<file path="src/rtl/fetch_unit.sv">
// Fetch unit: consumer side of the PC interface. Issues in-order fetches to
// instruction memory, tags each response with its PC, buffers the fetched
// words and hands them to decode over a valid/ready handshake. A redirect
// flushes the buffer and marks all older in-flight fetches as stale.
module fetch_unit #(
  parameter int unsigned DEPTH    = 4,
  parameter logic [31:0] PC_RESET = 32'h0000_2000
) (
  input  logic        clk,
  input  logic        reset,
  input  logic [31:0] pc_in,
  output logic        stall,
  input  logic        redirect,
  output logic        imem_req_valid,
  input  logic        imem_req_ready,
  output logic [31:0] imem_req_addr,
  input  logic        imem_resp_valid,
  input  logic [31:0] imem_resp_data,
  output logic        inst_valid,
  input  logic        inst_ready,
  output logic [31:0] inst,
  output logic [31:0] inst_pc
);

  localparam int unsigned PW = $clog2(DEPTH);
  localparam int unsigned CW = PW + 1;

  typedef struct packed {
    logic [31:0] pc;
    logic [31:0] word;
  } q_entry_t;

  // Synchronised reset release
  logic [1:0] rst_sync;
  logic       out_of_reset;

  // Occupancy counters and ring pointers
  logic [CW-1:0] q_cnt, live_cnt, kill_cnt;
  logic [PW-1:0] q_wr, q_rd, t_wr, t_rd;
  logic [CW:0]   occupancy;
  logic [CW:0]   outstanding;

  // Storage
  q_entry_t    q_mem   [DEPTH];
  logic [31:0] tag_mem [DEPTH];

  // Per-cycle events
  logic req_fire;
  logic resp_any;
  logic resp_kill;
  logic resp_take;
  logic pop;
  logic first_pending;
  logic unused_pc_bits;

  assign unused_pc_bits = ^pc_in[1:0];

  // Two-stage synchroniser so issue starts cleanly after reset release
  // NOTE: sequential state uses non-blocking assignments so every flop samples pre-edge values.
  always_ff @(posedge clk or negedge reset) begin
    if (!reset) rst_sync <= '0;
    else        rst_sync <= {rst_sync[0], 1'b1};
  end

  assign out_of_reset = rst_sync[1];

  assign occupancy   = (CW+1)'(q_cnt) + (CW+1)'(live_cnt);
  assign outstanding = (CW+1)'(kill_cnt) + (CW+1)'(live_cnt);

  assign imem_req_valid = out_of_reset && (occupancy < (CW+1)'(DEPTH));
  assign imem_req_addr  = {pc_in[31:2], 2'b00};
  assign req_fire       = imem_req_valid && imem_req_ready;
  assign stall          = !req_fire;

  assign inst_valid = (q_cnt != '0);
  assign inst       = inst_valid ? q_mem[q_rd].word : 32'h0;
  assign inst_pc    = inst_valid ? q_mem[q_rd].pc   : 32'h0;

  // Classify this cycle's response and pop; a redirect discards both
  // NOTE: every output of this block gets a default first so no latch is inferred.
  always_comb begin
    resp_any  = 1'b0;
    resp_kill = 1'b0;
    resp_take = 1'b0;
    pop       = 1'b0;
    if (imem_resp_valid && (outstanding != '0)) begin
      resp_any  = 1'b1;
      resp_kill = (kill_cnt != '0);
      resp_take = (kill_cnt == '0) && !redirect;
    end
    pop = inst_valid && inst_ready && !redirect;
  end

  // Counters and pointers; redirect flushes the queue and turns live fetches stale
  always_ff @(posedge clk or negedge reset) begin
    if (!reset) begin
      q_cnt    <= '0;
      live_cnt <= '0;
      kill_cnt <= '0;
      q_wr     <= '0;
      q_rd     <= '0;
      t_wr     <= '0;
      t_rd     <= '0;
    end else if (redirect) begin
      q_cnt    <= '0;
      q_wr     <= '0;
      q_rd     <= '0;
      kill_cnt <= kill_cnt + live_cnt - CW'(resp_any);
      live_cnt <= CW'(req_fire);
      t_rd     <= t_wr;
      t_wr     <= t_wr + PW'(req_fire);
    end else begin
      kill_cnt <= kill_cnt - CW'(resp_kill);
      live_cnt <= live_cnt + CW'(req_fire) - CW'(resp_take);
      q_cnt    <= q_cnt + CW'(resp_take) - CW'(pop);
      q_wr     <= q_wr + PW'(resp_take);
      q_rd     <= q_rd + PW'(pop);
      t_wr     <= t_wr + PW'(req_fire);
      t_rd     <= t_rd + PW'(resp_take);
    end
  end

  // Tag and instruction storage writes
  // NOTE: storage arrays carry no reset; validity lives in the counters and the head is masked when empty.
  always_ff @(posedge clk) begin
    if (req_fire)  tag_mem[t_wr] <= imem_req_addr;
    if (resp_take) q_mem[q_wr]   <= '{pc: tag_mem[t_rd], word: imem_resp_data};
  end

  // Tracks whether the first fetch since reset is still to be accepted
  always_ff @(posedge clk or negedge reset) begin
    if (!reset)        first_pending <= 1'b1;
    else if (req_fire) first_pending <= 1'b0;
  end

  // A response with nothing outstanding is a memory protocol error
  a_no_spurious_resp: assert property (@(posedge clk) disable iff (!reset)
    imem_resp_valid |-> (outstanding != '0));

  a_occupancy_bound: assert property (@(posedge clk) disable iff (!reset)
    occupancy <= (CW+1)'(DEPTH));

  a_kill_bound: assert property (@(posedge clk) disable iff (!reset)
    kill_cnt <= CW'(DEPTH));

  a_first_fetch_addr: assert property (@(posedge clk) disable iff (!reset)
    (req_fire && first_pending) |-> (imem_req_addr == PC_RESET));

endmodule
</file>
<file path="config.mk">
export PLATFORM = sky130hd
export DESIGN_NAME = fetch_unit
export DESIGN_NICKNAME = d
export VERILOG_FILES = /design/src/rtl/fetch_unit.sv
export SDC_FILE = /design/constraint.sdc
export NUM_CORES = 1
export LEC_CHECK = 0
export ABC_AREA = 1
export BUFFER_PORTS_ARGS = -buffer_cell sky130_fd_sc_hd__buf_2
export CELL_PAD_IN_SITES_DETAIL_PLACEMENT = 1
export CELL_PAD_IN_SITES_GLOBAL_PLACEMENT = 1
export CORE_AREA = 2 2 218 156
export CTS_CLUSTER_DIAMETER = 40
export DETAILED_ROUTE_END_ITERATION = 6
export DIE_AREA = 0 0 220 158
export GPL_ROUTABILITY_DRIVEN = 0
export PLACE_DENSITY = 0.85
export SYNTH_ARGS = -nofsm -noshare
export SYNTH_HDL_FRONTEND = slang
export SYNTH_SLANG_ARGS = --single-unit
</file>
<file path="constraint.sdc">
create_clock -name clk -period 5.3 [get_ports clk]
set_input_delay 0.265 -clock clk [delete_from_list [all_inputs] [get_ports clk]]
set_output_delay 0.265 -clock clk [all_outputs]
set_load 0.01 [all_outputs]
</file>
; Word level (Yosys, flattened, before mapping)
; Memories as Yosys holds them, arrays and structs flattened.
; Cells that the tools add are included.
; Widths: inputs -> output; s select.
[classes]
n_lt_le_gt_ge = 1
reduce_logical = 12
add_sub_neg = 13
n_mux = 15
[op_table]
columns = op, count
row1 = $mux 32, 2
row2 = $sub 3x1->3, 4
row3 = $mux 3, 3
row4 = $add 2x1->2, 4
row5 = $add 3x3->4, 2
row6 = $mux 1, 7
row7 = $add 3x1->3, 2
row8 = $logic_and 1x1->1, 6
row9 = $mux 2, 3
row10 = $reduce_bool 3->1, 2
row11 = $lt 4x3->1 const B, 1
row12 = $reduce_bool 4->1, 1
row13 = $add 3x3->3, 1
row14 = $logic_not 3->1, 1
row15 = $logic_not 1->1, 2
[totals]
out_inout_bits = 99
ramBits = 376
regBits = 19
n_memories = 2
[memory_table]
columns = name, depth, width, read_ports, rd_clocked_by_memory_dff, write_ports, line_no
row1 = q_mem, 4, 64, 1, 0, 1, 44  ; q_entry_t q_mem [DEPTH];
row2 = tag_mem, 4, 30, 1, 0, 1, 45  ; logic [31:0] tag_mem [DEPTH];

; Longest topological paths before layout
[logic_depth]
word_depth = 7
mapped_depth = 16

; Worst setup path before layout
; Ideal clock, no wire load.
[synth_timing]
path_kind = flip-flop to flip-flop
start = register live_cnt[0]
end = memory q_mem[3][0] (netlist name), enable pin
stages_incl_launch_ff = 9
setup_time_ps = 484
arrival_ps = 4153
required_time_ps = 4816
slack_ps = 663
cell_sequence = dfrtp_1 > ha_1 > inv_1 > fa_1 > nand3_1 > nor2_1 > a21oi_4 > nand3_1 > nor2_1
[synth_via]
elab_chain_cells = 6
[synth_rtl]
columns = item, line_no
row1 = from (decl), 38  ; logic [CW-1:0] q_cnt, live_cnt, kill_cnt;
row2 = from (signal assigned), 109  ; live_cnt <= CW'(req_fire);
row3 = from (signal assigned), 114  ; live_cnt <= live_cnt + CW'(req_fire) - CW'(resp_take);
row4 = $add 3x3->4, 68  ; assign outstanding = (CW+1)'(kill_cnt) + (CW+1)'(live_cnt);
row5 = $reduce_bool 4->1, 86  ; if (imem_resp_valid && (outstanding != '0)) begin
row6 = $logic_and 1x1->1, 86
row7 = $mux 1, 86
row8 = $mux 1, 127  ; if (resp_take) q_mem[q_wr] <= '{pc: tag_mem[t_rd], word: imem_resp_data};
row9 = $mux 1 (implied by the code), 127
row10 = to (decl), 44
; No other way between the ends.

; Worst setup path in the final report
[layout_timing]
start = register q_rd[0]
end = output port inst[19]
[layout_via]
elab_chain_cells = 2
[layout_rtl]
columns = item, line_no
row1 = from (decl), 39  ; logic [PW-1:0] q_wr, q_rd, t_wr, t_rd;
row2 = from (signal assigned), 117  ; q_rd <= q_rd + PW'(pop);
row3 = $mem_v2 4x64, -
row4 = $mux 32, 76  ; assign inst = inst_valid ? q_mem[q_rd].word : 32'h0;
row5 = to (decl), 21  ; output logic [31:0] inst,
; No other way between the ends.

==> qor_table.md <==
| Item | This run | Unit |
|---|---|---|
| Post-detailed-placement half-perimeter wirelength | 23600 | um |
| Critical path's top delay family | buffers and inverters | - |
| Pins Over Slew Limit | 0 | - |
| Final net count | 1479 | - |
| Starting Density | 47.1 | % |
| CTS Sinks | 387 | - |
| Die outline width | 220 | um |
| Mean instance size in the synthesized netlist | 12.9 | um2 |
| Final worst path period need | 3580 | ps |
| Headroom to the max-slew limit | 32.2 | % |
| Async set-reset flop share out of synthesis | 4.91 | % |
| Yosys top cell by area | edfxtp_1 | - |
| Max-capacitance violation count | 0 | - |
| Peak clock frequency supported by timing | 279 | MHz |
| Total standard cell area after synthesis | 0.0155 | mm2 |
| Post-synth top area share | 71.5 | % |
| Antenna diode instance count | 0 | - |
| Layout cell share with drive strength beyond 1 | 18.9 | % |
| First-pass GRT wire length | 60100 | um |
| Data arrival time of the critical path | 3310 | ps |
| Area Overhead vs Synth | 20.0 | % |
| Count of flip-flops with a built-in enable after synthesis | 368 | - |
| Root buffer cell | clkbuf_16 | - |
| Final Routed Wirelength | 39900 | um |
| Count of filler cells inserted in the layout | 3283 | - |
| Leak pwr | 6.80 | nW |
| Overall die height | 158 | um |
| Count of routing violations after the opening detailed-route iteration | 723 | - |
| Total die area | 0.0348 | mm2 |
| Post-DRT Antenna Nets | 0 | - |
| Post-cts resize count | 0 | - |
| Worst clock skew on the final layout | 19.8 | ps |
| Top-count cell post-synth | edfxtp_1 | - |
| Deepest clock path buffer count | 3 | - |
| Reg clk slew, reported paths | 60 | ps |
| Vias/cell | 5.42 | - |
| TritonCTS buffer count | 45 | - |
| Startpoint type of the worst setup path | register | - |
| Cell type of the slowest stage on the worst timing path | clkinv_2 | - |
| Via count of the first global-routing pass | 10.8k | - |
| Initial antenna violation count | 0 | - |
| Summed negative setup slack over all endpoints | 0 | ps |
| Number of placement rows | 56 | - |
| Total number of vias | 10.1k | - |
| Count of buffers added by post-CTS timing repair for setup | 0 | - |
| Number of I/O port buffers | 162 | - |
| Worst Max-Slew Pin Slew | 1010 | ps |
| Combined area of the multi-input logic cells | 0.00330 | mm2 |
| Final cell count without fillers | 1860 | - |
| DP Cell Count | 1716 | - |
| Peak supply drop | 0.304 | mV |
| Power density over cell area | 507 | mW/mm2 |
| Unrepaired setup endpoints after global routing | false | - |
| Top cells by area in the synthesized netlist | edfxtp_1 (72%), nor2_1 (7.8%), o21ai_0 (6.1%) | - |
| CP Capture Type | output port | - |
| CTS tree | built | - |
| Sequential cell area fraction in the yosys report | 74.6 | % |
| Required time of the critical path | 5040 | ps |
| Wire per inst | 21.4 | um |
| Critical path type | register to output port | - |
| Sequential cell area in the final layout | 0.0115 | mm2 |
| Number of warnings issued by yosys | 0 | - |
| Number of top-level pins | 169 | - |
| Hold/Removal Path Class | input pin to register | - |
| Pin count of the biggest net entering global routing | 85 | - |
| Run status | complete, no violations | - |
| Crit share post-route | 67.5 | % |
| H-tree levels | 2 | - |
| Post-synthesis instance total | 1197 | - |
| Cells along the critical path | clkinv_2 -> buf_4 -> o21ai_0 -> a21oi_1 -> buf_2 | - |
| DRC violation count after routing | 0 | - |
| Most used flip-flop cell after synthesis | edfxtp_1 | - |
| Total global routing track utilization | 23.0 | % |
| Yosys cell types | 34 | - |
| Tot Pwr | 9.41 | mW |
| CP Max Fanout | 63 | - |
| Remaining Overflow, GRT | 0 | - |
| Delay of the slowest critical-path stage | 770 | ps |
| Final setup violation count | 0 | - |
| Initial DRT Pass Iterations | 5 | - |
| Clock latency on the worst-skew pair | 550 | ps |
| Worst Path Buf+Inv | 3 | - |
| Final Hold Slack | 102 | ps |
| Core Footprint | 0.0328 | mm2 |
| Synth Register Bits | 387 | - |
| Top cells by instance count after synthesis | edfxtp_1 (368), nor2_1 (320), o21ai_0 (189), a21oi_1 (64), buf_4 (42) | - |
| Number of hold-slack violations in the final timing report | 0 | - |
==> per-layer routing <==
layer	global-route usage [%]	share of wire [%]	routed length [um]
met4	6.52	1.8	736
met5	0	0	0
met3	4.28	5.0	1980
met1	29.3	43	17100
met2	40.4	50	20000
==> report_power, final <==
group	internal [mW]	switching [mW]
Combinational	0.703	1.74
Clock	1.83	1.25
Sequential	3.76	0.122
Total	6.30	3.11
==> worst register-to-register path, delay by kind of cell (launching register included) <==
kind                     cells  cell delay (ps)
adder cells (fa/ha/maj)      2              650
flip-flops                   1              440
AO/OA/AOI/OAI                1              190
buffers and inverters        2              530
AND/OR/NAND/NOR              4             1230
==> final timing paths <==
kind                       depth (start not counted)        start  slack, ps           end
max reg2reg                                        9  live_cnt[0]       1910  q_mem[1][50]
max                                                5      q_rd[0]       1720      inst[19]
min                                                2     redirect        100   live_cnt[2]
max in group asynchronous                          2        reset       4720       q_rd[0]
min in group asynchronous                          2        reset        200       t_wr[0]
min reg2reg                                        0  rst_sync[0]        400   rst_sync[1]
==> state kept, by name (all words and copies together), names as in the netlist, 3 cells and up <==
name and count:
tag_mem 120, live_cnt 3, kill_cnt 3, q_cnt 3
q_mem 248
==> stage by stage <==
step                      setup WS (ps)  area (um2)  util (%)
after detailed placement           1880       16400      50.1
after floorplan                     663       15500         -
final                              1720       18500      56.6
after CTS                          1720       18500      56.6
after global placement             1920       16400      50.1
after global routing               1540       18500      56.6
==> cells by family after synthesis <==
group	count (synthesis)	share of synthesized area (%)
flip-flops	387	74.6
AND/OR/NAND/NOR	371	9.40
AO/OA/AOI/OAI	285	9.55
buffers and inverters	128	4.41
adder cells (fa/ha/maj)	18	1.65
XOR/XNOR	6	0.340
other	2	0.0486
==> cells in the final DEF (no fill, tap or decap), drive strengths merged, types with 4 or more instances in the layout <==
master and count:
edfxtp 368, nor2 324, o21ai 189, buf 182, a21oi 65, dlygate4sd3 63
clkbuf 52, inv 35, o22ai 30, nand2 29, dfrtp 19, clkinv 16
ha 14, nand3 7, conb 5, nor3 5, xnor2 4, fa 4
bufinv 4
==> area by class of cell <==
class | count | share of cell area, %
clock buffer | 52 | 6.44
clock inverter | 29 | 1.53
inverter | 27 | 0.553
multi-input combinational | 685 | 17.8
sequential | 387 | 62.2
tap | 435 | 2.93
timing repair buffer | 245 | 8.58
==> repair_timing <==
action / 4_1_cts / 5_1_grt
setup endpoints to repair: 0 / 0
hold buffers: 63 / 0
hold endpoints to repair: 266 / 0
Power figures use the tool's default switching activity.
